===== src/rtl/udp_box_packer_pkg.sv =====
// udp_box_pkg: shared definitions for the UDP box packer.
//   - seg_width() : bits per packed box segment
//   - num_bytes() : payload length in bytes (zero-padded to a whole byte)
//   - HDR_BYTE    : first byte of the optional header
//   - HDR_LEN     : number of header bytes in front of the payload
//   - state_t     : packer FSM states
// Optional feature macro: UDP_BOX_PACKER_HDR_EN (adds the HDR state and a
// two-byte header {8'hA5, N_BOX[7:0]} ahead of the payload).
package udp_box_pkg;

    localparam logic [7:0] HDR_BYTE = 8'hA5;

`ifdef UDP_BOX_PACKER_HDR_EN
    localparam int HDR_LEN = 2;
    typedef enum logic [1:0] {IDLE, HDR, DATA} state_t;
`else
    localparam int HDR_LEN = 0;
    typedef enum logic [0:0] {IDLE, DATA} state_t;
`endif

    function automatic int seg_width(input int xw, input int yw, input int cdep);
        return 2 * (xw + yw) + 3 * cdep;
    endfunction

    function automatic int num_bytes(input int n_box, input int seg);
        return (n_box * seg + 7) / 8;
    endfunction

endpackage


===== src/rtl/udp_box_packer_if.sv =====
// udp_box_packer_if: byte-stream handshake between the packer and its sink.
//   m_data  [7:0] payload byte
//   m_valid       m_data is valid
//   m_ready       sink accepts the byte (transfer on m_valid && m_ready)
//   m_last        final payload byte
// Modports: master (packer side), slave (sink side).
interface udp_box_packer_if;
    logic [7:0] m_data;
    logic       m_valid;
    logic       m_ready;
    logic       m_last;

    modport master (output m_data, output m_valid, output m_last, input m_ready);
    modport slave  (input m_data, input m_valid, input m_last, output m_ready);
endinterface


===== src/rtl/udp_box_packer_box_pack_720p.sv =====
// box_pack_720p: combinational packing of one box into a SEG-bit segment.
// Coordinates at or beyond the active area are clamped to its last
// pixel/line; each color channel keeps its C_DEP most significant bits.
// Ports:
//   start_x, end_x [XW-1:0]  box X corners
//   start_y, end_y [YW-1:0]  box Y corners
//   color          [23:0]    {r, g, b}
//   seg            [SEG-1:0] {start_x, start_y, end_x, end_y, r, g, b}
module box_pack_720p
    import udp_box_pkg::*;
#(
    parameter int H_ACT = 1280,
    parameter int V_ACT = 720,
    parameter int C_DEP = 2,
    localparam int XW  = $clog2(H_ACT),
    localparam int YW  = $clog2(V_ACT),
    localparam int SEG = seg_width(XW, YW, C_DEP)
) (
    input  logic [XW-1:0]  start_x,
    input  logic [YW-1:0]  start_y,
    input  logic [XW-1:0]  end_x,
    input  logic [YW-1:0]  end_y,
    input  logic [23:0]    color,
    output logic [SEG-1:0] seg
);

    function automatic logic [XW-1:0] clamp_x(input logic [XW-1:0] v);
        return (int'(v) >= H_ACT) ? XW'(H_ACT - 1) : v;
    endfunction

    function automatic logic [YW-1:0] clamp_y(input logic [YW-1:0] v);
        return (int'(v) >= V_ACT) ? YW'(V_ACT - 1) : v;
    endfunction

    // Only the channel MSBs are packed; the rest of color is dropped.
    logic unused_color;
    assign unused_color = ^color;

    assign seg = {clamp_x(start_x), clamp_y(start_y),
                  clamp_x(end_x),   clamp_y(end_y),
                  color[23 -: C_DEP], color[15 -: C_DEP], color[7 -: C_DEP]};

endmodule


===== src/rtl/udp_box_packer.sv =====
// udp_box_packer: snapshots N_BOX box descriptors on start and streams the
// packed payload out one byte per accepted handshake, LSB byte first.
// Ports:
//   clk, rst                 clock, synchronous active-high reset
//   start                    snapshot request (ignored while busy)
//   start_xs, end_xs         N_BOX*XW box X corners
//   start_ys, end_ys         N_BOX*YW box Y corners
//   colors                   N_BOX*24 {r,g,b} per box
//   m (udp_box_packer_if)    byte stream master: m_data/m_valid/m_ready/m_last
//   busy                     high from snapshot until the last byte is taken
//   done                     one-cycle pulse after the last byte is taken
// Optional feature macro: UDP_BOX_PACKER_HDR_EN (header bytes A5, N_BOX).
module udp_box_packer
    import udp_box_pkg::*;
#(
    parameter int N_BOX = 1,
    parameter int H_ACT = 1280,
    parameter int V_ACT = 720,
    parameter int C_DEP = 2,
    localparam int XW = $clog2(H_ACT),
    localparam int YW = $clog2(V_ACT)
) (
    input  logic                clk,
    input  logic                rst,
    input  logic                start,
    input  logic [N_BOX*XW-1:0] start_xs,
    input  logic [N_BOX*XW-1:0] end_xs,
    input  logic [N_BOX*YW-1:0] start_ys,
    input  logic [N_BOX*YW-1:0] end_ys,
    input  logic [N_BOX*24-1:0] colors,
    udp_box_packer_if.master    m,
    output logic                busy,
    output logic                done
);

    localparam int SEG    = seg_width(XW, YW, C_DEP);
    localparam int NB     = num_bytes(N_BOX, SEG);
    localparam int PAY_W  = N_BOX * SEG;
    localparam int SNAP_W = NB * 8;
    localparam int CW     = $clog2(NB + 2);

    logic [PAY_W-1:0]  pay;
    logic [SNAP_W-1:0] snap;
    state_t            state, state_nxt;
    logic [CW-1:0]     cnt, cnt_nxt, idx;
    logic              load, done_nxt, is_last;

    for (genvar i = 0; i < N_BOX; i++) begin : g_box
        box_pack_720p #(
            .H_ACT (H_ACT),
            .V_ACT (V_ACT),
            .C_DEP (C_DEP)
        ) u_box (
            .start_x (start_xs[i*XW +: XW]),
            .start_y (start_ys[i*YW +: YW]),
            .end_x   (end_xs[i*XW +: XW]),
            .end_y   (end_ys[i*YW +: YW]),
            .color   (colors[i*24 +: 24]),
            .seg     (pay[i*SEG +: SEG])
        );
    end

    // Snapshot register: data only, contents are irrelevant until loaded.
    always_ff @(posedge clk) begin
        if (load) begin
            snap <= SNAP_W'(pay);
        end
    end

    always_ff @(posedge clk) begin
        if (rst) begin
            state <= IDLE;
            cnt   <= '0;
            done  <= 1'b0;
        end else begin
            state <= state_nxt;
            cnt   <= cnt_nxt;
            done  <= done_nxt;
        end
    end

    // cnt counts every byte of the transfer, header included; idx is the
    // payload byte index.
    assign idx  = cnt - CW'(HDR_LEN);
    assign busy = (state != IDLE);

    always_comb begin
        state_nxt = state;
        cnt_nxt   = cnt;
        load      = 1'b0;
        done_nxt  = 1'b0;
        is_last   = 1'b0;
        m.m_valid = 1'b0;
        m.m_data  = '0;
        m.m_last  = 1'b0;
        case (state)
            IDLE: begin
                if (start) begin
                    load    = 1'b1;
                    cnt_nxt = '0;
`ifdef UDP_BOX_PACKER_HDR_EN
                    state_nxt = HDR;
`else
                    state_nxt = DATA;
`endif
                end
            end
`ifdef UDP_BOX_PACKER_HDR_EN
            HDR: begin
                m.m_valid = 1'b1;
                m.m_data  = (cnt == '0) ? HDR_BYTE : 8'(N_BOX);
                if (m.m_ready) begin
                    cnt_nxt = cnt + 1'b1;
                    if (cnt == CW'(HDR_LEN - 1)) begin
                        state_nxt = DATA;
                    end
                end
            end
`endif
            DATA: begin
                is_last   = (idx == CW'(NB - 1));
                m.m_valid = 1'b1;
                m.m_data  = snap[{idx, 3'b000} +: 8];
                m.m_last  = is_last;
                if (m.m_ready) begin
                    cnt_nxt = cnt + 1'b1;
                    if (is_last) begin
                        state_nxt = IDLE;
                        cnt_nxt   = '0;
                        done_nxt  = 1'b1;
                    end
                end
            end
            default: state_nxt = IDLE;
        endcase
    end

endmodule


===== src/flat_wrapper.sv =====
// flat-port wrapper written by rule: the top's interface ports become plain ports
module udp_box_packer_flat import udp_box_pkg::*;
#(
    parameter int N_BOX = 1,
    parameter int H_ACT = 1280,
    parameter int V_ACT = 720,
    parameter int C_DEP = 2,
    localparam int XW = $clog2(H_ACT),
    localparam int YW = $clog2(V_ACT)
)
  (clk, rst, start, start_xs, end_xs, start_ys, end_ys, colors, busy, done, m_m_data, m_m_valid, m_m_last, m_m_ready);
  udp_box_packer_if m_i ();
  input  logic clk;
  input  logic rst;
  input  logic start;
  input  logic [N_BOX*XW-1:0] start_xs;
  input  logic [N_BOX*XW-1:0] end_xs;
  input  logic [N_BOX*YW-1:0] start_ys;
  input  logic [N_BOX*YW-1:0] end_ys;
  input  logic [N_BOX*24-1:0] colors;
  output logic busy;
  output logic done;
  output wire logic [$bits(m_i.m_data)-1:0] m_m_data;
  output wire logic [$bits(m_i.m_valid)-1:0] m_m_valid;
  output wire logic [$bits(m_i.m_last)-1:0] m_m_last;
  input wire logic [$bits(m_i.m_ready)-1:0] m_m_ready;
  assign m_m_data = m_i.m_data;
  assign m_m_valid = m_i.m_valid;
  assign m_m_last = m_i.m_last;
  assign m_i.m_ready = m_m_ready;
  udp_box_packer #(.N_BOX(N_BOX), .H_ACT(H_ACT), .V_ACT(V_ACT), .C_DEP(C_DEP)) u_core (.clk(clk), .rst(rst), .start(start), .start_xs(start_xs), .end_xs(end_xs), .start_ys(start_ys), .end_ys(end_ys), .colors(colors), .m(m_i), .busy(busy), .done(done));
endmodule

===== config.mk =====
export PLATFORM = sky130hd
export DESIGN_NAME = udp_box_packer_flat
export DESIGN_NICKNAME = d
export VERILOG_FILES = /design/src/rtl/udp_box_packer_pkg.sv /design/src/rtl/udp_box_packer_if.sv /design/src/rtl/udp_box_packer_box_pack_720p.sv /design/src/rtl/udp_box_packer.sv /design/src/flat_wrapper.sv
export SDC_FILE = /design/constraint.sdc
export NUM_CORES = 1
export LEC_CHECK = 0
export BUFFER_PORTS_ARGS = -buffer_cell sky130_fd_sc_hd__buf_2
export CAP_MARGIN = 20
export CORE_MARGIN = 2
export CORE_UTILIZATION = 45
export CTS_BUF_LIST = sky130_fd_sc_hd__clkbuf_4
export CTS_CLUSTER_SIZE = 30
export DETAILED_ROUTE_END_ITERATION = 16
export PLACE_DENSITY = 0.75
export SKIP_LAST_GASP = 1
export SLEW_MARGIN = 20
export SYNTH_ARGS = -nofsm -noshare
export SYNTH_HDL_FRONTEND = slang
export SYNTH_SLANG_ARGS = --single-unit
export TNS_END_PERCENT = 50

===== constraint.sdc =====
create_clock -name clk -period 3 [get_ports clk]
set_input_delay 0.6 -clock clk [delete_from_list [all_inputs] [get_ports clk]]
set_output_delay 0.6 -clock clk [all_outputs]
set_load 0.02 [all_outputs]

After elaboration in Yosys (flattened, before gate mapping)
Cells that the tools add are included.
{ "totals": {"register_bits": 53, "latch_bits": 0, "ram_bits": 0, "romBits": 0, "in_bits": 70, "out_inout_bits": 12, "word_cells": 34, "memories": 0} }
{ "op_classes": {"n_addsub": 1, "multipliers": 0, "div_mod_pow": 0, "magnitude_cmp": 4, "n_eq_ne": 3, "shifts": 1, "n_mux": 13, "bitwise": 2, "reduce_logical": 2} }
{ "ops": {"columns": ["operator", "n"], "rows": [
  ["indexed part select 48 x 7 -> 8 bit", 1],
  [">= comparator 11 bit, second input constant", 2],
  [">= comparator 10 bit, second input constant", 2],
  ["2-to-1 mux 3 bit", 3],
  ["2-to-1 mux 8 bit", 1],
  ["2-to-1 mux 1 bit", 7],
  ["case mux 3 bit (2 select lines)", 1],
  ["!= test 2 bit, second input constant", 2],
  ["adder 3 x 1 -> 3 bit, second input constant", 1],
  ["== test 3 bit, second input constant", 1],
  ["OR reduction 3 bit", 1],
  ["NOT 1 bit", 2],
  ["case mux 1 bit (2 select lines)", 1],
  ["AND reduction 2 bit", 1]
]} }

Logic depth before layout (Yosys ltp)
{ "logic_depth": {"ltp_word": 4, "mapped_depth": 5, "mapped_depth_nobuf": 3} }

Modules after synthesis
From an unflattened synthesis, not the netlist that was laid out.
{ "hier_totals": {"hier_cells": 196, "hier_area_um2": 2518.7} }
{ "by_module_without_submodules": {"columns": ["mod", "instances", "cells_per_inst", "area_each_um2", "seq_area_each_um2"], "rows": [
  ["udp_box_packer", 1, 122, 2050.7, 1541.5],
  ["box_pack_720p", 1, 74, 467.9, 0.0]
]} }

Least setup slack after synthesis
Ideal clock, no wire load.
{ "synth_timing": {"path_type": "input-to-reg", "start": "in start", "end": "reg u_core.snap[0], enable pin", "setup_time_ps": 459, "arrival_ps": 2731, "t_required_ps": 2541, "slack_ps": -190, "path_stages": 1, "path_buffers": 0, "cell_sequence": "nor2b_1"} }
{ "synth_via": {"elab_chain_len": 2} }
{ "synth_lines": {"columns": ["item", "line", "source"], "rows": [
  ["start, declared", "flat_wrapper.sv:15", "input logic start;"],
  ["2-to-1 mux 1 bit", "udp_box_packer.sv:98", "if (start) begin"],
  ["2-to-1 mux 1 bit", "udp_box_packer.sv:96", "case (state)"],
  ["end signal, assigned", "udp_box_packer.sv:66", "snap <= SNAP_W'(pay);"],
  ["end, declared", "udp_box_packer.sv:43", "logic [SNAP_W-1:0] snap;"]
]} }
No other way between the ends.
A chain may end at the register's enable or synchronous reset.

Worst setup path in the final report
{ "layout_timing": {"start": "reg u_core.state, in the netlist u_core.busy", "end": "out m_m_data[3]"} }
{ "layout_via": {"elab_chain_len": 1} }
{ "layout_lines": {"columns": ["item", "line", "source"], "rows": [
  ["start, declared", "udp_box_packer.sv:44", "state_t state, state_nxt;"],
  ["start signal, assigned", "udp_box_packer.sv:76", "state <= state_nxt;"],
  ["2-to-1 mux 8 bit", "udp_box_packer.sv:96", null],
  ["end, declared", "flat_wrapper.sv:23", "output wire logic [$bits(m_i.m_data)-1:0] m_m_data;"]
]} }
No other way between the ends.

==> results.ini <==
[global_route]
antenna_found_initial=0
track_usage=0.151
grt_pass1_wl_mm=6.75
grt_pass1_vias=1485
grt_max_degree=29
grt_overflow=0

[finish]
diodes=0
postLayoutCoreUtil=0.554
fin_nets=303
drive_gt1_frac=0.321
syn_to_final_growth_pct=19.7

[clock_network]
path_clk_slew_ns=0.15
cts_made_buffers=5
cts_resized=0
cts_buffer_depth=2
cts_sinks=53
post_cts_buffers=0
root_buffer=clkbuf_4
cts_tree=done
clock_latency_ns=0.36
htreeDepth=2
cts_hold_buf=0

[timing]
fin_tns_setup_ns=0
relSlewSlack=0.414
min_period_ns=2.54
worst_hold_slack_ns=0.395
rsz0062_at_grt=false
fmax_ghz=0.394
hold_violations=0
period_share=0.845
tightest_slew_ns=0.870
finalSetupViolCount=0
clock_skew_ns=0.00548
slew_violations=0

[critical_path]
critPathLaunchType=register
critPathKind=reg -> out
crit_fanout=11
critical_path_required_ns=2.40
crit_path_end_kind=output port
critPathArrivalTime_ns=1.94

[synth]
muxShareOfSynthArea=0.102
synth_fp_nets=240
synthFlopType=edfxtp_1
ys_warn_count=0
synth_enable_flop_cells=48
synth_top_family_by_area=simple AND/OR/NAND/NOR gates
netlist_area_sq_um=2350
avgSynthCellArea_sq_um=13.8
ys_ff_latch=53
syn_inst=170
synth.distinct_cells=23
synth-compound-area-share=0.0800
synth_seq_area_share=0.657
synthSimpleGateAreaFrac=0.135
synth_xor_area_frac=0
post_synth_fa_ha_maj_area_fraction=0
synthArstFlopShare=0

[power]
p_per_area_nw_per_um2=501
leakage_nw=1.05
ir_worst_vdd_uv=254
finalPower_w=0.00141

[drt]
wirelength_mm=4.25
post_drt_wl_per_cell_microns=14.0
via_per_inst=4.89
vias=1486
drc=0
dr.pass1.iters=4
antenna_left=0
drt_iter0_drc=76

[die]
start_util=0.462
core_area_sq_um=5070
die_h_microns=76.2
io_pins=82
die-area_sq_um=5810
rows=26
die_w_microns=76.2

[placement]
hpwl_mm=3.13
place.gp.congestion=0.781
portBuffers=63

[min_path]
min-delay-path-class=in -> reg

[job]
maxCapViolations=0

[run_status]
outcome=complete, no violations

[where the power goes]
group	internal, W	switching, W	total (W)	leakage (nW)
combinational	0.0000696	0.0000824	0.000152	0.523
clock	0.000173	0.000218	0.000391	0.0389
sequential	0.000853	0.0000119	0.000864	0.489
[critical path, cell delays in order (launching register included)]
cell	delay [ns]
dfxtp_1	0.55
nand3b_1	0.41
o22a_1	0.35
o21ai_0	0.08
buf_2	0.18
[metrics by stage]
step / instance area (sq um) / setup slack, ns / cells
finish: 2810 / 0.464 / 304
global route: 2810 / 0.273 / 304
CTS: 2810 / 0.452 / 304
detailed placement: 2730 / 0.872 / 296
global placement: 2730 / 0.898 / 296
floorplan: 2350 / 0.705 / 170
[final cells by class]
| type | instances | area (sq um) |
|---|---|---|
| multi-input combinational | 105 | 752 |
| sequential | 53 | 1540 |
| fill | 453 | 2270 |
| timing repair buffer | 67 | 345 |
| clock buffer | 5 | 37.5 |
| inverter | 1 | 3.75 |
| clock inverter | 3 | 41.3 |
| tap | 70 | 87.6 |
[layer usage]
metal,global-route usage,up-vias,wire [microns]
li1,-,747,-
met5,0,-,0
met2,0.251,43,2190
met4,0.0800,0,85
met3,0.0367,10,223
met1,0.182,686,1750
[cells in the mapped netlist, types with 2 or more instances]
cell type | n | share of area
o211a_1 | 2 | 0.0085
o21ai_0 | 13 | 0.028
or2_0 | 2 | 0.0053
nor2b_1 | 8 | 0.021
nand2b_1 | 28 | 0.075
o21ai_1 | 2 | 0.0043
nor2_1 | 3 | 0.0048
o22a_1 | 8 | 0.030
buf_2 | 3 | 0.0064
edfxtp_1 | 48 | 0.61
dfxtp_1 | 5 | 0.043
a21oi_1 | 3 | 0.0064
and2_1 | 4 | 0.011
nand3b_1 | 2 | 0.0064
clkbuf_1 | 5 | 0.0080
nor3_1 | 2 | 0.0043
buf_4 | 3 | 0.0096
mux2i_1 | 24 | 0.10
[registers in the layout (all words and copies together), names as in the netlist]
signal       cells
u_core.done      1
u_core.snap     48
u_core.busy      1
u_core.cnt       3
[final timing paths]
path	cells past startpoint	end	slack, ns	from
worst max-delay path	4	m_m_data[3]	0.46	u_core.busy
worst min-delay path	1	u_core.snap[4]	0.39	colors[22]
worst max register to register	3	u_core.cnt[1]	1.45	u_core.busy
worst min register to register	2	u_core.cnt[2]	0.53	u_core.cnt[2]
[placed cells by master (no fill, tap or decap)]
cell,n
or3b_1,1
nand3_1,1
buf_2,63
nand2b_1,28
and2_1,4
nor3_1,2
nand3b_1,2
a21oi_1,3
or2_0,2
nor2_1,3
nor2b_4,1
buf_4,4
clkinvlp_4,1
dfxtp_1,5
o21ai_0,13
bufinv_16,1
clkinv_1,1
o21ai_1,2
a21boi_0,1
o211a_1,2
mux2i_1,24
nor2b_1,7
edfxtp_1,48
o22a_1,8
clkbuf_4,5
nand2_1,1
inv_1,1
[kinds of logic after synthesis]
kind of cell | count (synthesis)
compound gates | 29
buf+inv | 12
flops | 53
simple gates | 52
mux | 24
(Power assumes the default switching activity.)
